### src/rtl/ghost_dir_picker_if.sv
// Request/response bundle between ghost movement logic, the LFSR source and the
// direction picker.
interface ghost_dir_picker_if #(
    parameter int RAND_W = 5
) ();
    logic              req;
    logic [1:0]        cur_dir;
    logic [3:0]        blocked;
    logic [RAND_W-1:0] rand_in;
    logic [1:0]        dir;
    logic              valid;
    logic              busy;
    logic              forced;

    modport master (
        output req, cur_dir, blocked, rand_in,
        input  dir, valid, busy, forced
    );

    modport slave (
        input  req, cur_dir, blocked, rand_in,
        output dir, valid, busy, forced
    );
endinterface

### src/rtl/ghost_dir_picker.sv
// Picks a legal ghost direction by rejection-sampling the LFSR, with a
// deterministic fallback once MAX_TRIES draws have been rejected.
module ghost_dir_picker #(
    parameter int RAND_W    = 5,
    parameter int MAX_TRIES = 8
) (
    input logic               clk,
    input logic               reset_n,
    ghost_dir_picker_if.slave bus
);
    typedef enum logic [1:0] {IDLE, SAMPLE, FALLBACK, DONE} state_t;

    localparam logic [3:0] MAX_T = 4'(MAX_TRIES);

    state_t     state_q, state_d;
    logic [1:0] dir_q, dir_d;
    logic       forced_q, forced_d;
    logic [3:0] tries_q, tries_d;
    logic [1:0] cur_q, cur_d;
    logic [3:0] blk_q, blk_d;

    logic [1:0] rev;
    logic [3:0] allowed;
    logic [1:0] cand;
    logic [1:0] fb_dir;

    // Legality is judged only against the inputs captured at request time.
    assign rev     = cur_q ^ 2'b10;
    assign allowed = ~blk_q & ~(4'b0001 << rev);
    assign cand    = bus.rand_in[1:0];

    always_comb begin
        fb_dir = cur_q;
        if (allowed[0])      fb_dir = 2'd0;
        else if (allowed[1]) fb_dir = 2'd1;
        else if (allowed[2]) fb_dir = 2'd2;
        else if (allowed[3]) fb_dir = 2'd3;
        else if (!blk_q[rev]) fb_dir = rev;
    end

    always_ff @(posedge clk) begin
        if (!reset_n) begin
            state_q  <= IDLE;
            dir_q    <= 2'd0;
            forced_q <= 1'b0;
            tries_q  <= 4'd0;
            cur_q    <= 2'd0;
            blk_q    <= 4'd0;
        end else begin
            state_q  <= state_d;
            dir_q    <= dir_d;
            forced_q <= forced_d;
            tries_q  <= tries_d;
            cur_q    <= cur_d;
            blk_q    <= blk_d;
        end
    end

    always_comb begin
        state_d  = state_q;
        dir_d    = dir_q;
        forced_d = forced_q;
        tries_d  = tries_q;
        cur_d    = cur_q;
        blk_d    = blk_q;
        unique case (state_q)
            IDLE: begin
                if (bus.req) begin
                    cur_d   = bus.cur_dir;
                    blk_d   = bus.blocked;
                    tries_d = 4'd0;
                    state_d = SAMPLE;
                end
            end
            SAMPLE: begin
                if (allowed == 4'd0) begin
                    state_d = FALLBACK;
                end else if (allowed[cand]) begin
                    dir_d    = cand;
                    forced_d = 1'b0;
                    state_d  = DONE;
                end else begin
                    tries_d = tries_q + 4'd1;
                    if (tries_q + 4'd1 == MAX_T) state_d = FALLBACK;
                end
            end
            FALLBACK: begin
                dir_d    = fb_dir;
                forced_d = 1'b1;
                state_d  = DONE;
            end
            DONE: state_d = IDLE;
            default: state_d = IDLE;
        endcase
    end

    assign bus.dir    = dir_q;
    assign bus.valid  = (state_q == DONE);
    assign bus.busy   = (state_q != IDLE);
    assign bus.forced = forced_q;
endmodule

### src/flat_wrapper.sv
// flat-port wrapper written by rule: the top's interface ports become plain ports
module ghost_dir_picker_flat 
#(
    parameter int RAND_W    = 5,
    parameter int MAX_TRIES = 8
)
  (clk, reset_n, bus_req, bus_cur_dir, bus_blocked, bus_rand_in, bus_dir, bus_valid, bus_busy, bus_forced);
  ghost_dir_picker_if #(.RAND_W(RAND_W)) bus_i ();
  input logic clk;
  input logic reset_n;
  input wire logic [$bits(bus_i.req)-1:0] bus_req;
  input wire logic [$bits(bus_i.cur_dir)-1:0] bus_cur_dir;
  input wire logic [$bits(bus_i.blocked)-1:0] bus_blocked;
  input wire logic [$bits(bus_i.rand_in)-1:0] bus_rand_in;
  output wire logic [$bits(bus_i.dir)-1:0] bus_dir;
  output wire logic [$bits(bus_i.valid)-1:0] bus_valid;
  output wire logic [$bits(bus_i.busy)-1:0] bus_busy;
  output wire logic [$bits(bus_i.forced)-1:0] bus_forced;
  assign bus_i.req = bus_req;
  assign bus_i.cur_dir = bus_cur_dir;
  assign bus_i.blocked = bus_blocked;
  assign bus_i.rand_in = bus_rand_in;
  assign bus_dir = bus_i.dir;
  assign bus_valid = bus_i.valid;
  assign bus_busy = bus_i.busy;
  assign bus_forced = bus_i.forced;
  ghost_dir_picker #(.RAND_W(RAND_W), .MAX_TRIES(MAX_TRIES)) u_core (.clk(clk), .reset_n(reset_n), .bus(bus_i));
endmodule
### config.mk
export PLATFORM = sky130hd
export DESIGN_NAME = ghost_dir_picker_flat
export DESIGN_NICKNAME = d
export VERILOG_FILES = /design/src/rtl/ghost_dir_picker_if.sv /design/src/rtl/ghost_dir_picker.sv /design/src/flat_wrapper.sv
export SDC_FILE = /design/constraint.sdc
export NUM_CORES = 1
export LEC_CHECK = 0
export ABC_AREA = 1
export BUFFER_PORTS_ARGS = -buffer_cell sky130_fd_sc_hd__buf_4
export CAP_MARGIN = 20
export CORE_UTILIZATION = 25
export DETAILED_ROUTE_END_ITERATION = 6
export PLACE_DENSITY_LB_ADDON = 0.05
export SETUP_SLACK_MARGIN = 0.05
export SLEW_MARGIN = 20
export SYNTH_ARGS = -nofsm -noshare
export SYNTH_HDL_FRONTEND = slang
export SYNTH_SLANG_ARGS = --single-unit
### constraint.sdc
create_clock -name clk -period 4.2 [get_ports clk]
set_clock_uncertainty 0.1 [all_clocks]
set_input_delay 0 -clock clk [delete_from_list [all_inputs] [get_ports clk]]
set_output_delay 0 -clock clk [all_outputs]
set_load 0.05 [all_outputs]
==> results.cfg <==
[grt]
grt_max_degree = 15
grt_pass1_wl_um = 3795
grt_pass1_vias = 884
grt_overflow = 0
antenna_found_initial = 0
grt_use_total = 0.1369

[floorplanning]
core_area_um2 = 3363
die_x_um = 61.40
fp-row-count = 21
dieHeight_um = 61.40
die-area_um2 = 3770
ios = 19
initial_core_util = 0.2623

[run_status]
outcome = finished clean

[hold_path]
min_from = bus_req
worst_hold_path_type = in2reg
whs_endpoint = u_core.state_q[0]
hold-path-cell-count = 6

[pwr]
seq_power_share = 0.324
leakage_nw = 0.5375
swShare = 0.4830
pwr-share-clk = 0.123
internal_power_mw = 0.3523
p_comb_frac = 0.553
max-vdd-ir-drop_v = 0.0002454
power.switching_mw = 0.3291
pwr_density_cell_nw_per_um2 = 567.3

[layout]
layout.nets = 179
nFillCells = 383
drive_gt1_frac = 0.1824
diodes = 0
area_growth_pct = 36.17
regArea_um2 = 300.3
multi_input_area_um2 = 495.5

[sta]
setup_slack_ns = 2.225
finalSetupViolCount = 0
worstMarginPinSlew_ns = 0.3341
fin_tns_setup_ns = 0
hold_viol = 0
grt_setup_unrepaired = no
fmax_ghz = 0.5062
min_period_over_period = 0.4703
period_needed_ns = 1.975
slew_headroom = 0.7767
slew_violations = 0

[run]
drv_cap = 0

[clock_network]
cts_max_path_buffers = 2
cts_setup_buffers = 0
cts.sinks = 15
clkSlewWorstSetupHoldPaths_ns = 0.09
cts_tree = done
numCtsBuffers = 3
insertion_delay_ns = 0.28
root_buffer = clkbuf_4
htreeDepth = 1

[worst_setup_path]
worst_ep_arrival_time_ns = 2.09
path_class = reg2reg
crit_path_end_kind = flop
reg2reg_slack_ns = 2.22
cp-start-kind = flop
crit-reg2reg-capture = u_core.cur_q[0]
worstPathRequired_ns = 4.31
r2r_start = u_core.state_q[0]
cp_max_fo = 12
r2r_cells = 6

[placed_design]
hpwl_um = 1468
io_buffers = 15
gp_congestion = 0.7946
post-place-ws_ns = 2.382

[drt]
dr.pass1.iters = 4
dr.first_iter.drc_count = 17
finalWirelength_um = 1985
dr_total_vias = 875
viasPerCell = 4.268
drc = 0
postRouteAntennaNets = 0
wire_per_inst_um = 9.683

[synthesis]
synth_area_per_cell_um2 = 6.838
synth.distinct_cells = 18
synth_seq_cells = 15
syn-num-nets = 148
syn_area_um2 = 882.1
yosysSeqAreaShare = 0.3404
syn-instance-count = 129
ys_warn_count = 0
## state kept, by name, indices dropped and copies added (netlist names)
signal	count
u_core.bus.forced	1
u_core.state_q	2
u_core.cur_q	2
u_core.bus.dir	2
u_core.blk_q	4
u_core.tries_q	4
## layout by cell type (no fill, tap or decap)
cell            n
o21ai_0        16
clkbuf_4        3
nor2_2          1
buf_4          15
nand3_2         5
nand4_1         4
ha_1            5
dlygate4sd3_1  13
xor2_1          1
inv_2           1
nand2_1        20
nand3_1         9
and2_1          1
o21ai_1         1
inv_1          20
a21oi_1        11
nor2_1         13
nand2_2         3
o21ai_2         1
clkbuf_1        1
dfxtp_1        15
## cell families (layout without fill, tap and decap cells)
family / Yosys count / after routing / share of synthesized area
and+or+nand+nor: 56 / 56 / 0.3121
AOI/OAI and AO/OA: 29 / 29 / 0.1688
buffers and inverters: 23 / 53 / 0.09787
DFF: 15 / 15 / 0.3404
adders and majority gates: 5 / 5 / 0.07092
xor gates and xnor gates: 1 / 1 / 0.009931
## worst max-delay path, cell delays in order (launching register included)
cell and delay [ns]:
dfxtp_1 0.43, inv_1 0.10, ha_1 0.22, nand2_1 0.26, o21ai_0 0.12, dlygate4sd3_1 0.57
a21oi_1 0.11
## worst max path at each step
stage | startpoint | end | slack, ns
finish | u_core.state_q[0] | u_core.cur_q[0] | 2.22
global route | u_core.state_q[0] | u_core.blk_q[1] | 2.02
CTS | u_core.state_q[0] | u_core.cur_q[1] | 2.23
detailed placement | u_core.state_q[0] | u_core.tries_q[1] | 2.38
global placement | u_core.state_q[0] | u_core.tries_q[1] | 2.38
floorplan | u_core.state_q[0] | u_core.tries_q[1] | 2.31
## power by group through the flow
stage,Sequential (mW),Combinational [mW],Clock [mW]
final,0.221,0.377,0.0839
after global routing,0.230,0.432,0.0987
after global placement,0.224,0.364,0
after floorplan,0.271,0.228,0
after CTS,0.221,0.380,0.0895
after detailed placement,0.225,0.363,0
## per-layer routing
metal  part of all wire  vias to the layer above  routed length (um)  track usage
met5                  0                        -                   0            0
met4             0.0096                        0                  19      0.03810
met3              0.021                        2                  42      0.03782
met2               0.42                        9                 843       0.2189
met1               0.54                      385                1081       0.1815
li1                   -                      479                   -            -
## cell type report
cell class,instances,share of cell area
inverter,21,0.06563
multi-input combinational,91,0.4125
sequential,15,0.2500
timing repair buffer,28,0.2021
tap,46,0.04792
clock buffer,4,0.02188
## Yosys cell counts, drive strengths merged
cell / number / area share
ha: 5 / 0.071
nand4: 4 / 0.028
inv: 21 / 0.089
and2: 1 / 0.0071
nor2: 14 / 0.062
nand3: 14 / 0.11
xor2: 1 / 0.0099
clkbuf: 2 / 0.0085
a21oi: 11 / 0.062
o21ai: 18 / 0.11
nand2: 23 / 0.11
dfxtp: 15 / 0.34
## repair_timing
item,CTS,global route
endpoints found under the setup margin,0,0
hold buffers,13,0
gates resized for setup,0,0
hold endpoints to repair,15,0
## per-stage QoR
stage | hold WS [ns] | power, mW | instances | instance area, um2 | utilization
floorplan | 0.03837 | 0.4982 | 129 | 882.1 | -
global route | 0.08513 | 0.7606 | 205 | 1201 | 0.3571
finish | 0.02815 | 0.6814 | 205 | 1201 | 0.3571
detailed placement | 0.1860 | 0.5882 | 188 | 1045 | 0.3106
global placement | 0.1798 | 0.5886 | 188 | 1045 | 0.3106
CTS | 0.02231 | 0.6909 | 205 | 1201 | 0.3571
No activity file was read; power rests on OpenSTA's default activity.
